<file path="config.mk">
export PLATFORM = sky130hd
export DESIGN_NAME = pipe_skew_delay
export DESIGN_NICKNAME = d
export VERILOG_FILES = /design/src/rtl/pipe_skew_pkg.sv /design/src/rtl/pipe_skew_lane.sv /design/src/rtl/pipe_skew_delay.sv
export SDC_FILE = /design/constraint.sdc
export NUM_CORES = 1
export LEC_CHECK = 0
export ABC_AREA = 1
export ABC_CLOCK_PERIOD_IN_PS = 2500
export BUFFER_PORTS_ARGS = -buffer_cell sky130_fd_sc_hd__buf_4
export CORE_AREA = 4 4 185 187
export DETAILED_ROUTE_END_ITERATION = 10
export DIE_AREA = 0 0 189 191
export GPL_TIMING_DRIVEN = 0
export PLACE_DENSITY = 0.72
export RECOVER_POWER = 100
export SETUP_SLACK_MARGIN = 0.05
export SYNTH_ARGS = -nofsm -noshare
export SYNTH_HDL_FRONTEND = slang
export SYNTH_SLANG_ARGS = --single-unit
</file>
<file path="constraint.sdc">
create_clock -name clk -period 2.5 [get_ports clk]
set_input_delay 0.125 -clock clk [delete_from_list [all_inputs] [get_ports clk]]
set_output_delay 0.125 -clock clk [all_outputs]
set_load 0.02 [all_outputs]
</file>
<file path="src/rtl/pipe_skew_pkg.sv">
// Shared types and helpers for the pipe_skew_delay block.
// The optional beat counter is enabled by defining PIPE_SKEW_STATS_EN.
package pipe_skew_pkg;

    typedef enum logic [1:0] {
        UNIFORM = 2'd0,
        ASC     = 2'd1,
        DESC    = 2'd2,
        RSVD    = 2'd3
    } mode_t;

    typedef enum logic {
        RUN     = 1'b0,
        PENDING = 1'b1
    } state_t;

    // Bits needed to hold a depth value in the range 0..max_depth.
    function automatic int depth_w(input int max_depth);
        return $clog2(max_depth + 1);
    endfunction

endpackage

</file>
<file path="src/rtl/pipe_skew_lane.sv">
// One data lane: a tapped shift register of data plus valid. The valid bit
// only survives up to the selected tap, so a beat that has been presented is
// dropped instead of lingering deeper in the chain. Data bits carry no reset;
// out_data is masked by the valid bit instead.
module pipe_skew_lane #(
    parameter int WIDTH = 8,
    parameter int LEN   = 11,
    parameter int TAP_W = 4
) (
    input  logic             clk,
    input  logic             rst,
    input  logic             en,
    input  logic             flush,
    input  logic             in_valid,
    input  logic [WIDTH-1:0] in_data,
    input  logic [TAP_W-1:0] tap,
    output logic             out_valid,
    output logic [WIDTH-1:0] out_data,
    output logic             busy
);

    logic [LEN-1:0]   vld;
    logic [WIDTH-1:0] dat [LEN];

    // Valid chain: flush wins over en; bits beyond the tap are discarded.
    always_ff @(posedge clk or posedge rst) begin
        if (rst) begin
            vld <= '0;
        end else if (flush) begin
            vld <= '0;
        end else if (en) begin
            vld[0] <= in_valid;
            for (int j = 1; j < LEN; j++) begin
                vld[j] <= (j <= int'(tap)) ? vld[j-1] : 1'b0;
            end
        end
    end

    // Data chain advances with en only.
    always_ff @(posedge clk) begin
        if (en) begin
            dat[0] <= in_data;
            for (int j = 1; j < LEN; j++) begin
                dat[j] <= dat[j-1];
            end
        end
    end

    // Tap select with zero data whenever the selected slot is empty.
    always_comb begin
        out_valid = 1'b0;
        out_data  = '0;
        for (int j = 0; j < LEN; j++) begin
            if (j == int'(tap)) begin
                out_valid = vld[j];
                out_data  = vld[j] ? dat[j] : '0;
            end
        end
    end

    assign busy = |vld;

endmodule

</file>
<file path="src/rtl/pipe_skew_delay.sv">
// Multi-lane programmable delay with per-lane skew. Configuration changes are
// only applied while the pipeline is empty; a request arriving with beats in
// flight is parked in PENDING until the pipeline drains or is flushed.
// Optional feature macro: PIPE_SKEW_STATS_EN adds the 32-bit beat_cnt output.
module pipe_skew_delay
    import pipe_skew_pkg::*;
#(
    parameter  int LANES     = 4,
    parameter  int WIDTH     = 8,
    parameter  int MAX_DEPTH = 8,
    localparam int DEPTH_W   = depth_w(MAX_DEPTH)
) (
    input  logic                   clk,
    input  logic                   rst,
    input  logic                   en,
    input  logic                   flush,
    input  logic                   in_valid,
    output logic                   in_ready,
    input  logic [LANES*WIDTH-1:0] in_data,
    input  logic                   cfg_load,
    input  logic [DEPTH_W-1:0]     cfg_depth,
    input  logic [1:0]             cfg_mode,
    output logic                   cfg_busy,
    output logic [LANES-1:0]       out_valid,
    output logic [LANES*WIDTH-1:0] out_data
`ifdef PIPE_SKEW_STATS_EN
    ,
    output logic [31:0]            beat_cnt
`endif
);

    localparam int LEN   = MAX_DEPTH + LANES - 1;
    localparam int TAP_W = depth_w(LEN);

    state_t             state, state_nxt;
    logic [DEPTH_W-1:0] act_depth, pend_depth, req_depth, apply_depth;
    mode_t              act_mode, pend_mode, req_mode, apply_mode;
    logic               apply, latch, accept, empty;
    logic [LANES-1:0]   lane_busy;

    function automatic logic [DEPTH_W-1:0] clamp_depth(input logic [DEPTH_W-1:0] d);
        if (d == '0)
            return DEPTH_W'(1);
        else if (int'(d) > MAX_DEPTH)
            return DEPTH_W'(MAX_DEPTH);
        else
            return d;
    endfunction

    function automatic logic [TAP_W-1:0] lane_skew(input mode_t m, input int lane);
        case (m)
            ASC:     return TAP_W'(lane);
            DESC:    return TAP_W'(LANES - 1 - lane);
            default: return '0;
        endcase
    endfunction

    assign accept    = in_valid & in_ready & en;
    assign empty     = ~|lane_busy;
    assign req_depth = clamp_depth(cfg_depth);
    assign req_mode  = mode_t'(cfg_mode);

    // Next-state, config apply/latch decisions and handshake outputs.
    always_comb begin
        state_nxt   = state;
        apply       = 1'b0;
        latch       = 1'b0;
        apply_depth = cfg_load ? req_depth : pend_depth;
        apply_mode  = cfg_load ? req_mode  : pend_mode;
        in_ready    = (state == RUN);
        cfg_busy    = (state == PENDING);
        case (state)
            RUN: begin
                if (cfg_load) begin
                    if (empty && !accept) begin
                        apply = 1'b1;
                    end else begin
                        latch     = 1'b1;
                        state_nxt = PENDING;
                    end
                end
            end
            PENDING: begin
                latch = cfg_load;
                if (empty || flush) begin
                    apply     = 1'b1;
                    state_nxt = RUN;
                end
            end
            default: state_nxt = RUN;
        endcase
    end

    // State and configuration registers.
    always_ff @(posedge clk or posedge rst) begin
        if (rst) begin
            state      <= RUN;
            act_depth  <= DEPTH_W'(1);
            act_mode   <= UNIFORM;
            pend_depth <= DEPTH_W'(1);
            pend_mode  <= UNIFORM;
        end else begin
            state <= state_nxt;
            if (apply) begin
                act_depth <= apply_depth;
                act_mode  <= apply_mode;
            end
            if (latch) begin
                pend_depth <= req_depth;
                pend_mode  <= req_mode;
            end
        end
    end

    for (genvar i = 0; i < LANES; i++) begin : g_lane
        logic [TAP_W-1:0] tap;
        assign tap = TAP_W'(act_depth) - TAP_W'(1) + lane_skew(act_mode, i);

        pipe_skew_lane #(
            .WIDTH (WIDTH),
            .LEN   (LEN),
            .TAP_W (TAP_W)
        ) u_lane (
            .clk       (clk),
            .rst       (rst),
            .en        (en),
            .flush     (flush),
            .in_valid  (accept),
            .in_data   (in_data[i*WIDTH +: WIDTH]),
            .tap       (tap),
            .out_valid (out_valid[i]),
            .out_data  (out_data[i*WIDTH +: WIDTH]),
            .busy      (lane_busy[i])
        );
    end

`ifdef PIPE_SKEW_STATS_EN
    // Accepted-beat counter; flush does not clear it.
    always_ff @(posedge clk or posedge rst) begin
        if (rst)
            beat_cnt <= '0;
        else if (accept)
            beat_cnt <= beat_cnt + 32'd1;
    end
`endif

endmodule
</file>
Word-level counts from Yosys, hierarchy flattened
Memory sizes are Yosys's and may differ from the RTL's.
Index checks and enable logic that the tools add are counted.
{ "word_totals": {"input_bits": 44, "n_memories": 4, "out_inout_bits": 38, "mem_bits_rw": 352, "reg_bits": 57} }
{ "memory_table": {"columns": ["name", "words", "width", "rd", "rd_clocked_by_memory_dff", "write_ports", "line", "text"], "rows": [
  ["g_lane[0].u_lane.dat", 11, 8, 11, 0, 11, "pipe_skew_lane.sv:23", "logic [WIDTH-1:0] dat [LEN];"],
  ["g_lane[1].u_lane.dat", 11, 8, 11, 0, 11, "pipe_skew_lane.sv:23", null],
  ["g_lane[2].u_lane.dat", 11, 8, 11, 0, 11, "pipe_skew_lane.sv:23", null],
  ["g_lane[3].u_lane.dat", 11, 8, 11, 0, 11, "pipe_skew_lane.sv:23", null]
]} }
{ "classes": {"n_lt_le_gt_ge": 41, "eq_ne": 42, "reduce_logical": 11, "bitwise_logic": 3, "n_addsub": 5, "n_mux": 199} }
{ "ops": {"columns": ["cell", "count"], "rows": [
  ["$mux 8", 88],
  ["$eq 4x4->1 const A", 28],
  ["$mux 1", 92],
  ["$mux 11", 8],
  ["$le 3x4->1 const A", 16],
  ["$le 4x4->1 const A", 12],
  ["$reduce_or 44->1", 1],
  ["$eq 3x4->1 const A", 8],
  ["$le 2x4->1 const A", 8],
  ["$logic_not 4->1", 5],
  ["$add 4x4->4", 4],
  ["$eq 2x4->1 const A", 4],
  ["$le 1x4->1 const A", 4],
  ["$mux 4", 3],
  ["$pmux 2 s2", 2],
  ["$mux 2", 3],
  ["$pmux 1 s2", 3],
  ["$gt 4x4->1 const B", 1],
  ["$sub 4x1->4 const B", 1],
  ["$and 1x1->1", 2],
  ["$eq 2x1->1 const B", 1],
  ["$eq 2x2->1 const B", 1],
  ["$logic_not 1->1", 2],
  ["$reduce_bool 2->1", 1],
  ["3 further kinds", 3]
]} }

Longest topological paths before layout
Gate-level depths: netlist of run 1.
{ "logic_depth": {"depth_word": 15, "depth_mapped": 21, "mapped_depth_nobuf": 19} }

Modules after synthesis
From an unflattened synthesis of run 1, not the netlist that was laid out.
{ "hier_totals": {"cells_unflattened": 1677, "hier_area_um2": 18230.0} }
{ "by_module_without_submodules": {"columns": ["module", "cells_per_inst", "n_inst", "area_each_um2"], "rows": [
  ["pipe_skew_lane at g_lane[0].u_lane", 380, 1, 4295.4],
  ["pipe_skew_lane at g_lane[2].u_lane", 378, 1, 4285.4],
  ["pipe_skew_lane at g_lane[3].u_lane", 378, 1, 4274.1],
  ["pipe_skew_lane at g_lane[1].u_lane", 377, 1, 4245.3],
  ["pipe_skew_delay", 164, 1, 1129.8]
]} }

Worst setup path after synthesis of run 1
No wires, ideal clock.
{ "synth_path": {"kind": "reg2out", "from": "register act_depth[0]", "to": "output port out_data[0]", "setup_slack_ns": -0.329, "path_stages_with_launch": 17, "t_arrival_ns": 2.704, "n_path_buf": 1, "cell_sequence": "dfstp_2 > inv_2 > ha_1 > inv_1 > nand3_2 > nand2_1 > inv_1 > ha_1 > inv_1 > nand2_2 > xor2_4 > buf_2 > nor3_1 > nand2_1 > nor2_1 > nor2_1 > nand4_1"} }
{ "synth_between": {"elab_chain_cells": 14, "word_cells_on_any_way": 24, "classes_between": "add/sub (2); eq/ne (10); mux (11); reduce/logical (1)"} }
{ "synth_lines": {"columns": ["element", "line", "text"], "rows": [
  ["start: declaration", "pipe_skew_delay.sv:36", "logic [DEPTH_W-1:0] act_depth, pend_depth, req_depth, apply_depth;"],
  ["start signal: assignment", "pipe_skew_delay.sv:105", "act_depth <= apply_depth;"],
  ["$sub 4x1->4 *", "pipe_skew_delay.sv:117", "assign tap = TAP_W'(act_depth) - TAP_W'(1) + lane_skew(act_mode, i);"],
  ["$add 4x4->4 *", "pipe_skew_delay.sv:117", null],
  ["$logic_not 4->1", "pipe_skew_lane.sv:54", "if (j == int'(tap)) begin"],
  ["$mux 8 (10 in a row)", "pipe_skew_lane.sv:54", null],
  ["$mux 8 *", "pipe_skew_lane.sv:54", null],
  ["end: declaration", "pipe_skew_delay.sv:25", "output logic [LANES*WIDTH-1:0] out_data"]
]} }
Mark *: on every way between the ends. The rest lies on a longest branch, timed or not.

Worst setup path after layout of run 1
{ "layout_path": {"from": "register act_depth[0]", "to": "output port out_data[7]"} }
Same word-level chain as after synthesis.

==> summary.txt, run 1 <==
Status
  – Status: finished, violations left
  – Failing checks: negative setup slack

Clock network
  – CTS Buf Count: 42
  – H-tree depth: 2
  – CTS tree: done
  – Clock Latency Late Sink: 0.53 ns
  – CTS Sinks: 406
  – Bufs on Longest Clock Path: 3
  – Root Buffer: clkbuf_16
  – Clock transition at path regs: 0.06 ns

Routing
  – Iter 0 DRT Violations: 1114
  – Final ANT Viol Nets: 0
  – Via density: 5.574
  – Routed len/inst: 17.33 um
  – Remaining DRCs: 0
  – Pre-antenna DRT Iters: 8
  – Vias: 13020
  – Routed WL: 40.45 mm

Critical path
  – Setup crit end kind: primary output
  – CP required: 2.38 ns
  – Worst path slowest cell: dfstp_2
  – Worst Setup Start Kind: register
  – Crit-path cells: inv_4, ha_4, inv_8, nand3_4, nand2_4, inv_4, ha_4, inv_2, nand2_4, xor2_4, nand2_2, nor2_4, buf_6, nand3b_1, nand2_2, nor2_2, nand4_1, nor2_1, nand4_1, buf_4
  – Critical path class: register to primary output
  – CP top delay family: simple AND/OR/NAND/NOR gates
  – Crit path max fanout: 6
  – Max incr delay on CP: 0.55 ns
  – Worst Path Arrival: 3.40 ns
  – WP buf/inv: 6

Global route
  – Initial antenna violation count: 0
  – First-pass GRT wire length: 65.03 mm
  – Number of global-route vias before repair: 12840
  – GRT Total Usage: 21.86%
  – Grt total ovfl: 0
  – Largest net degree at the start of global routing: 121

STA
  – RSZ-0062 raised after global routing: true
  – Fmax: 0.2838 GHz
  – Final slew viol count: 0
  – Fin worst setup slack: -1.024 ns
  – Fin crit share: 141.0%
  – Fin. Hold Viols: 0
  – Tightest Pin Transition: 1.274 ns
  – Final Skew: 0.01020 ns
  – Period minus WS final: 3.524 ns
  – Final setup vio count: 109
  – Relative slew margins: 15.05%

Pwr
  – Logic pwr share: 46.0%
  – P_int: 0.01548 W
  – Clock power frac: 22.7%
  – VDD IR max: 0.0008106 V
  – PD cells: 1181 nW/um^2
  – Switching Fraction: 40.43%
  – Seq pwr share: 31.3%
  – Cell leakage power: 8.906 nW
  – Total Power: 0.02599 W
  – Net switching power of the design: 0.01051 W

Finish
  – Area Overhead vs Synth: 24.18%
  – Final net count: 1910
  – Most common cell after layout, fill and taps aside: edfxtp_1
  – Fill cells: 2344
  – Reg area: 11920 sq um
  – Area occupied by multi-input gates: 5560 sq um
  – Commonest non-fill, non-tap cells in the layout: edfxtp_1, nand2_1, nand4_1, inv_1, nor2_1
  – N_diodes: 0
  – Share of cells above drive strength 1: 20.81%

Synthesis
  – FFs w/ async S/R, synth: 13.30%
  – Synth top area share: 59.63%
  – Number of synthesized flops with an enable pin: 352
  – Main flop type after synthesis: edfxtp_1
  – Synth area leaders: edfxtp_1, nand2_1, dfrtp_1, nand4_1, inv_1
  – Yosys warns: 0
  – Syn_area_per_cell: 10.78 sq um
  – Cell Area, Synth: 17730 sq um
  – Syn nets: 1694
  – Largest area contributor in the netlist: edfxtp_1
  – Distinct cells, synth: 40
  – Synthesized instance count: 1645
  – Part of the Yosys area used for sequential elements: 67.27%
  – Synthesized flop and latch total: 406

Floorplan
  – Core Region: 32450 sq um
  – IO Pins: 82
  – DIE HEIGHT: 191 um
  – Row count: 66
  – Initial core utilization: 54.62%
  – Die W: 189 um
  – Total Die Area: 36100 sq um

Worst hold path
  – Hold crit path type: input pin to register

Placed design
  – Post-Place Setup Slack: -0.5648 ns
  – Dpl hpwl: 26.16 mm
  – Placer Congestion: 0.9105
  – I/O Buffers: 80

Job
  – MaxCap Viol Count: 0
## state kept, by name (all words and copies together) (netlist names)
signal             count
cfg_busy               1
g_lane.u_lane.dat    352
g_lane.u_lane.vld     41
act_depth              4
pend_depth             4
act_mode               2
pend_mode              2
## path summary, 6_finish.rpt
kind | depth (start not counted) | end | startpoint | slack (ns)
max | 20 | out_data[7] | act_depth[0]$_DFFE_PP1P_ | -1.02
min | 5 | cfg_busy$_DFF_PP0_ | in_valid | 0.11
max reg2reg | 18 | g_lane[1].u_lane.vld[2]$_DFFE_PP0P_ | act_depth[0]$_DFFE_PP1P_ | -0.13
min reg2reg | 0 | g_lane[0].u_lane.dat[5][5]$_DFFE_PP_ | g_lane[0].u_lane.dat[4][5]$_DFFE_PP_ | 0.44
max in group asynchronous | 4 | act_depth[3]$_DFFE_PP0P_ | rst | 0.73
min in group asynchronous | 3 | g_lane[1].u_lane.vld[5]$_DFFE_PP0P_ | rst | 0.52
## kinds of logic (layout without fill, tap and decap cells)
family | Yosys count | count (layout) | share of synthesized area, %
simple gates | 891 | 895 | 23.45
flops | 406 | 406 | 67.27
buf+inv | 261 | 505 | 5.816
compound gates | 77 | 77 | 2.718
fa+ha+maj | 5 | 5 | 0.3529
xor+xnor | 5 | 5 | 0.3954
## repair_timing
action                                  CTS  global route
gates resized for setup                  91           144
hold endpoints to repair                 77             0
cloned                                    3             5
setup buffers                            32            16
endpoints found under the setup margin   63            78
pin swaps                                52            94
hold buffers                             45             0
## cells in the mapped netlist, types with 12 or more instances
cell type and instances:
clkbuf_1 38, dfrtp_1 52, edfxtp_1 352, inv_1 182
inv_2 12, nand2_1 356, nand3_1 112, nand3b_1 24
nand4_1 180, nor2_1 179, o211ai_1 12, o21ai_0 38
## power groups by stage
| stage | registers (W) | clock network, W | logic, W |
|---|---|---|---|
| 2_1_floorplan | 0.00821 | 0 | 0.00576 |
| 3_3_place_gp | 0.00827 | 0 | 0.00764 |
| 3_5_place_dp | 0.00827 | 0 | 0.00786 |
| 4_1_cts | 0.00814 | 0.00599 | 0.00992 |
| 5_1_grt | 0.00819 | 0.00629 | 0.0127 |
| 6_report | 0.00814 | 0.00589 | 0.0120 |
## layout make-up
class                      instances  area share [%]
sequential                       406           54.17
multi-input combinational        982           25.26
timing repair buffer             172           6.980
clock buffer                      61           5.434
inverter                         199           3.621
tap                              442           2.512
buffer                            58           1.597
clock inverter                    15          0.4263
## metal layers
metal,vias up,part of all wire (%),track usage (%)
met5,-,0,0
met1,6198,41,29.18
met2,512,49,36.78
li1,6202,-,-
met4,0,2.7,5.942
met3,104,7.4,4.693
## through the flow
step	std cells	area (sq um)	TNS, ns	hold slack, ns	utilization [%]
after CTS	2325	21480	-34.95	0.08593	66.20
after detailed placement	2171	19210	-18.58	0.3043	59.19
after global routing	2335	22010	-75.36	0.1351	67.83
after floorplan	1645	17940	-1.274	0.2239	-
after global placement	2167	19090	-601.21	0.3039	58.83
final	2335	22010	-56.90	0.1137	67.83
## tightest hold or removal path: stages
cell and delay, ns:
buf_4 0.08, nand3_1 0.10, nand3_1 0.14, nand3_1 0.08, o21ai_0 0.08
No activity file was read; power rests on OpenSTA's default activity.
==> inputs of run 2 (changes only) <==
Settings changed: CAP_MARGIN set to 20, CELL_PAD_IN_SITES_DETAIL_PLACEMENT set to 1, CELL_PAD_IN_SITES_GLOBAL_PLACEMENT set to 1, CORE_AREA 4 4 185 187 to 4 4 204 206, DIE_AREA 0 0 189 191 to 0 0 208 210, PLACE_DENSITY 0.72 to 0.73.
==> run 2 against run 1 <==
Net effect: the flow finishes with violations (max-capacitance violations, max-slew violations, negative setup slack); global-route usage is 1.2 points lower; clock power is 4.6% higher; non-clock buffer count is 2 higher; sequential share of layout area is 0.33 points lower; power is 3.5% higher; register-to-register slack worse by 0.04 ns; cell area is 0.61% higher; critical path depth stayed put; sequential power hardly changed; critical endpoint is now out_data[2]; sequential cell count stayed put; count of clock-buffer cells in the layout stayed put.
==> summary.txt, run 2 (synthesized netlist as in run 1, its figures left out) <==
Finish
  – Max reg flops: 352
  – Post-Route Utilization: 55.87%
  – Share of cells above drive strength 1: 20.72%
  – Area Overhead vs Synth: 24.94%
  – Final net count: 1914
  – Final Cell Area: 22150 sq um
  – Largest registers: g_lane.u_lane.dat x352, g_lane.u_lane.vld x41
  – Biggest register: g_lane.u_lane.dat
  – Most common cell after layout, fill and taps aside: edfxtp_1
  – Commonest non-fill, non-tap cells in the layout: edfxtp_1, nand2_1, nand4_1, inv_1, nor2_1
  – N_diodes: 0

Clock network
  – Bufs on Longest Clock Path: 3
  – Clock transition at path regs: 0.06 ns
  – Root Buffer: clkbuf_16
  – CTS tree: done
  – H-tree depth: 2
  – CTS Sinks: 406
  – Clock Latency Late Sink: 0.59 ns
  – CTS Buf Count: 45

STA
  – Fin crit share: 143.7%
  – Period minus WS final: 3.593 ns
  – Tightest Pin Transition: 1.753 ns
  – Worst hold slack: 0.06668 ns
  – Fin worst setup slack: -1.093 ns
  – TNS Setup: -49.02 ns
  – Final slew viol count: 273
  – Fmax: 0.2783 GHz
  – RSZ-0062 raised after global routing: true
  – Relative slew margins: -16.89%
  – Final Skew: 0.02853 ns
  – Final setup vio count: 71
  – Fin. Hold Viols: 0

Routing
  – Via density: 5.410
  – Final ANT Viol Nets: 0
  – Remaining DRCs: 0
  – Pre-antenna DRT Iters: 5
  – Routed len/inst: 19.76 um
  – Vias: 13100
  – Iter 0 DRT Violations: 845
  – Routed WL: 47.87 mm

Critical path
  – Worst path slowest cell: dfstp_2
  – WP buf/inv: 9
  – CP required: 2.38 ns
  – Max incr delay on CP: 0.55 ns
  – Setup crit end kind: primary output
  – CP top delay family: buffers and inverters
  – Worst Path Arrival: 3.47 ns
  – Critical path class: register to primary output
  – Worst Setup Start Kind: register
  – Crit-path cells: inv_4, ha_4, inv_6, nand3_4, nand2_4, inv_4, ha_4, inv_2, nand2_4, xor2_4, buf_6, inv_4, buf_8, nand4_1, nand2_1, inv_1, nand4_1, nor2_1, nand4_1, buf_4
  – Crit path max fanout: 10

Floorplan
  – DIE HEIGHT: 210 um
  – IO Pins: 82
  – Core Region: 39640 sq um
  – Die W: 208 um
  – Row count: 73
  – Initial core utilization: 44.72%
  – Total Die Area: 43680 sq um

Pwr
  – VDD IR max: 0.0008256 V
  – Cell leakage power: 8.926 nW
  – PD cells: 1214 nW/um^2

Status
  – Failing checks: max-capacitance violations, max-slew violations, negative setup slack
  – Status: finished, violations left

Global route
  – Number of global-route vias before repair: 13740
  – Largest net degree at the start of global routing: 123
  – Initial antenna violation count: 0
  – First-pass GRT wire length: 73.60 mm
  – Grt total ovfl: 0
  – GRT Total Usage: 20.71%

Job
  – MaxCap Viol Count: 3

Placed design
  – Cell Area, Placed: 19310 sq um
  – Placer Congestion: 0.8431
  – Post-Place Setup Slack: -0.6357 ns
  – I/O Buffers: 80
  – Dpl hpwl: 30.30 mm

Worst hold path
  – Hold crit path type: input pin to register
run 2: cell types whose count changed in the layout (fill, tap and decap cells not counted), moves of 3 or more:
cell	delta
nor3_2	-3
clkinv_1	+3
nor2_2	+8
clkbuf_2	+3
buf_6	+11
clkinv_2	-3
nor2_4	-6
nor2_1	-3
buf_4	-10
run 2: per-layer routing:
layer / wire [um] / GRT usage (%) / part of all wire [%]
met1: 19870 / 26.95 / 42
met5: 0 / 0 / 0
met4: 1496 / 6.048 / 3.1
met2: 24400 / 36.43 / 51
met3: 2101 / 3.111 / 4.4
run 2: where the power goes:
group,total [W],switching (W),internal (W)
Clock,0.00616,0.00268,0.00348
Combinational,0.0126,0.00819,0.00437
Sequential,0.00816,0.000250,0.00791
Total,0.0269,0.0111,0.0158
run 2: layout make-up:
type                    count  area [sq um]
fillers                  4149         17490
flip-flops and latches    406         11920
multi-input cells         981          5499
repair buffers            172          1554
clock buffers              61          1206
inverters                 199         803.3
well taps                 525         656.9
plain buffers              60         372.9
clock inverters            18         130.1
run 2: path summary, 6_finish.rpt:
path | from | end | slack, ns | cells past startpoint
max | act_depth[0]$_DFFE_PP1P_ | out_data[2] | -1.09 | 20
min | in_valid | cfg_busy$_DFF_PP0_ | 0.07 | 5
max reg2reg | act_depth[0]$_DFFE_PP1P_ | g_lane[1].u_lane.vld[1]$_DFFE_PP0P_ | -0.17 | 19
min reg2reg | g_lane[3].u_lane.dat[6][7]$_DFFE_PP_ | g_lane[3].u_lane.dat[7][7]$_DFFE_PP_ | 0.44 | 0
max in group asynchronous | rst | g_lane[3].u_lane.vld[5]$_DFFE_PP0P_ | 0.76 | 4
min in group asynchronous | rst | g_lane[1].u_lane.vld[10]$_DFFE_PP0P_ | 0.31 | 3
run 2: timing repair:
| action | in CTS | in global routing |
|---|---|---|
| pin swaps | 38 | 50 |
| hold endpoints to repair | 107 | 0 |
| setup endpoints to repair | 68 | 79 |
| gates resized for setup | 85 | 161 |
| buffers inserted | 32 | 18 |
| hold buffers | 45 | 0 |
| gates cloned | 4 | 2 |
run 2: metrics by stage:
step	total power (W)	cells
detailed placement	0.01643	2254
floorplan	0.01397	1645
CTS	0.02466	2412
finish	0.02689	2422
global route	0.02812	2422
global placement	0.01625	2250
run 2: worst register-to-register path, stage by stage (launching register included):
cell     delay, ns
dfstp_2       0.55
inv_4         0.04
ha_4          0.25
inv_6         0.09
nand3_4       0.10
nand2_4       0.09
inv_4         0.06
ha_4          0.16
inv_4         0.06
nand2_2       0.06
nand2_2       0.11
nand2_8       0.10
buf_6         0.14
nor2_4        0.10
buf_8         0.13
buf_6         0.11
buf_6         0.10
inv_1         0.05
nor3_1        0.17
o22ai_1       0.09
==> inputs of run 3 (changes only) <==
Settings changed: RECOVER_POWER 100 to 50.
==> run 3 against run 2 <==
Net effect: the flow still finishes with violations (max-capacitance violations, max-slew violations, negative setup slack); final cell count unchanged; utilization increased by 0.14 points; count of clock-buffer cells in the layout unchanged; sequential share of layout area decreased by 0.13 points; critical path type unchanged; largest power group unchanged.
==> summary.txt, run 3 (synthesized netlist as in run 1, its figures left out) <==
Pwr
  – Switching Fraction: 41.37%
  – Cell leakage power: 8.953 nW
  – P_int: 0.01577 W
  – Clock power frac: 22.9%
  – Net switching power of the design: 0.01113 W
  – Seq pwr share: 30.3%
  – VDD IR max: 0.0008260 V
  – Logic pwr share: 46.8%
  – PD cells: 1212 nW/um^2

Routing
  – Via density: 5.402
  – Routed WL: 47.89 mm
  – Pre-antenna DRT Iters: 5
  – Iter 0 DRT Violations: 847
  – Final ANT Viol Nets: 0
  – Vias: 13080
  – Routed len/inst: 19.77 um
  – Remaining DRCs: 0

Clock network
  – CTS tree: done
  – Clock Latency Late Sink: 0.59 ns
  – CTS Sinks: 406
  – CTS Buf Count: 45
  – Bufs on Longest Clock Path: 3
  – H-tree depth: 2
  – Root Buffer: clkbuf_16
  – Clock transition at path regs: 0.06 ns

Floorplan
  – Die W: 208 um
  – DIE HEIGHT: 210 um
  – Total Die Area: 43680 sq um
  – Row count: 73
  – Core Region: 39640 sq um
  – Initial core utilization: 44.72%
  – IO Pins: 82

STA
  – Final setup vio count: 71
  – Fin crit share: 143.5%
  – Fin worst setup slack: -1.088 ns
  – Tightest Pin Transition: 1.748 ns
  – Fin. Hold Viols: 0
  – TNS Setup: -48.32 ns
  – Fmax: 0.2787 GHz
  – Final Skew: 0.02899 ns
  – Relative slew margins: -16.55%
  – Period minus WS final: 3.588 ns
  – Final slew viol count: 242
  – RSZ-0062 raised after global routing: true

Finish
  – Biggest register: g_lane.u_lane.dat
  – Share of cells above drive strength 1: 20.88%
  – Final net count: 1914
  – Fill cells: 4142
  – Reg area: 11920 sq um
  – Area occupied by multi-input gates: 5499 sq um
  – Commonest non-fill, non-tap cells in the layout: edfxtp_1, nand2_1, nand4_1, inv_1, nor2_1
  – N_diodes: 0
  – Max reg flops: 352
  – Most common cell after layout, fill and taps aside: edfxtp_1
  – Final Cell Area: 22200 sq um
  – Largest registers: g_lane.u_lane.dat x352, g_lane.u_lane.vld x41
  – Area Overhead vs Synth: 25.25%

Critical path
  – Worst R2R Start: act_depth[0]$_DFFE_PP1P_
  – Internal reg-to-reg setup slack: -0.17 ns
  – RR Endpoint: g_lane[1].u_lane.vld[1]$_DFFE_PP0P_
  – R2R cell count: 19
  – Critical path class: register to primary output
  – CP required: 2.38 ns
  – Crit path max fanout: 10
  – Setup crit end kind: primary output
  – Worst Setup Start Kind: register
  – Worst Path Arrival: 3.46 ns

Worst hold path
  – Hold depth: 5
  – Hold crit path type: input pin to register
  – Hold path endpoint: cfg_busy$_DFF_PP0_
  – Worst Hold Launch: in_valid

Placed design
  – Dpl hpwl: 30.30 mm
  – Placer Congestion: 0.8431
  – Cell Area, Placed: 19310 sq um
  – I/O Buffers: 80

Status
  – Status: finished, violations left
  – Failing checks: max-capacitance violations, max-slew violations, negative setup slack

Job
  – MaxCap Viol Count: 2

Global route
  – First-pass GRT wire length: 73.60 mm
  – Initial antenna violation count: 0
  – Largest net degree at the start of global routing: 123
  – Grt total ovfl: 0
  – GRT Total Usage: 20.71%
  – Number of global-route vias before repair: 13740
-- run 3: cell types whose count changed in the layout (fill, tap and decap cells not counted), sizes merged --
cell | before | now
clkbuf | 140 | 136
buf | 109 | 113
-- run 3: area by class of cell --
| cell class | instances | share of cell area, % |
|---|---|---|
| clock buffers | 61 | 5.433 |
| inverters | 199 | 3.618 |
| repair buffers | 172 | 7.248 |
| well taps | 525 | 2.959 |
| flip-flops and latches | 406 | 53.71 |
| plain buffers | 60 | 1.679 |
| multi-input cells | 981 | 24.77 |
| clock inverters | 18 | 0.5861 |
-- run 3: worst max-delay path by stage --
stage	startpoint	end	depth (start not counted)
3_3_place_gp	en	g_lane[2].u_lane.vld[10]$_DFFE_PP0P_	6
5_1_grt	act_depth[0]$_DFFE_PP1P_	out_data[4]	20
2_1_floorplan	act_depth[0]$_DFFE_PP1P_	out_data[31]	19
6_report	act_depth[0]$_DFFE_PP1P_	out_data[2]	20
4_1_cts	act_depth[0]$_DFFE_PP1P_	out_data[23]	20
3_5_place_dp	act_depth[0]$_DFFE_PP1P_	out_data[31]	16
-- run 3: metal layers --
| layer | share of wire [%] | GRT usage, % |
|---|---|---|
| met1 | 41 | 26.95 |
| met5 | 0 | 0 |
| met3 | 4.5 | 3.111 |
| met4 | 3.1 | 6.048 |
| met2 | 51 | 36.43 |
-- run 3: through the flow --
stage               std cells  util, %  power [W]  hold WS [ns]  setup slack, ns
floorplan                1645        -    0.01397        0.2239         -0.07410
detailed placement       2254    48.70    0.01643        0.2116          -0.6357
global route             2422    56.01    0.02814        0.1045           -1.293
finish                   2422    56.01    0.02690       0.06516           -1.088
global placement         2250    48.43    0.01625        0.3042           -2.839
CTS                      2412    54.56    0.02466       0.03955           -1.099
-- run 3: critical path, cell delays in order (launching register included) --
cell     delay (ns)
dfstp_2        0.55
inv_4          0.04
ha_4           0.25
inv_6          0.08
nand3_4        0.10
nand2_4        0.09
inv_4          0.06
ha_4           0.18
inv_2          0.06
nand2_4        0.06
xor2_4         0.32
buf_6          0.16
inv_4          0.03
buf_8          0.13
nand4_1        0.08
nand2_1        0.07
inv_1          0.06
nand4_1        0.10
nor2_1         0.11
nand4_1        0.14
buf_4          0.19
-- run 3: power by group through the flow --
stage | Clock, W | Combinational [W] | Sequential (W)
floorplan | 0 | 0.00576 | 0.00821
CTS | 0.00630 | 0.0102 | 0.00815
global placement | 0 | 0.00798 | 0.00827
detailed placement | 0 | 0.00814 | 0.00829
global route | 0.00661 | 0.0133 | 0.00821
finish | 0.00616 | 0.0126 | 0.00816
-- run 3: what timing repair did --
action	CTS	global route
gates resized for setup	85	161
buffers inserted	32	18
hold endpoints to repair	107	0
cloned	4	2
pin swaps	38	50
hold buffers	45	0
endpoints found under the setup margin	68	79
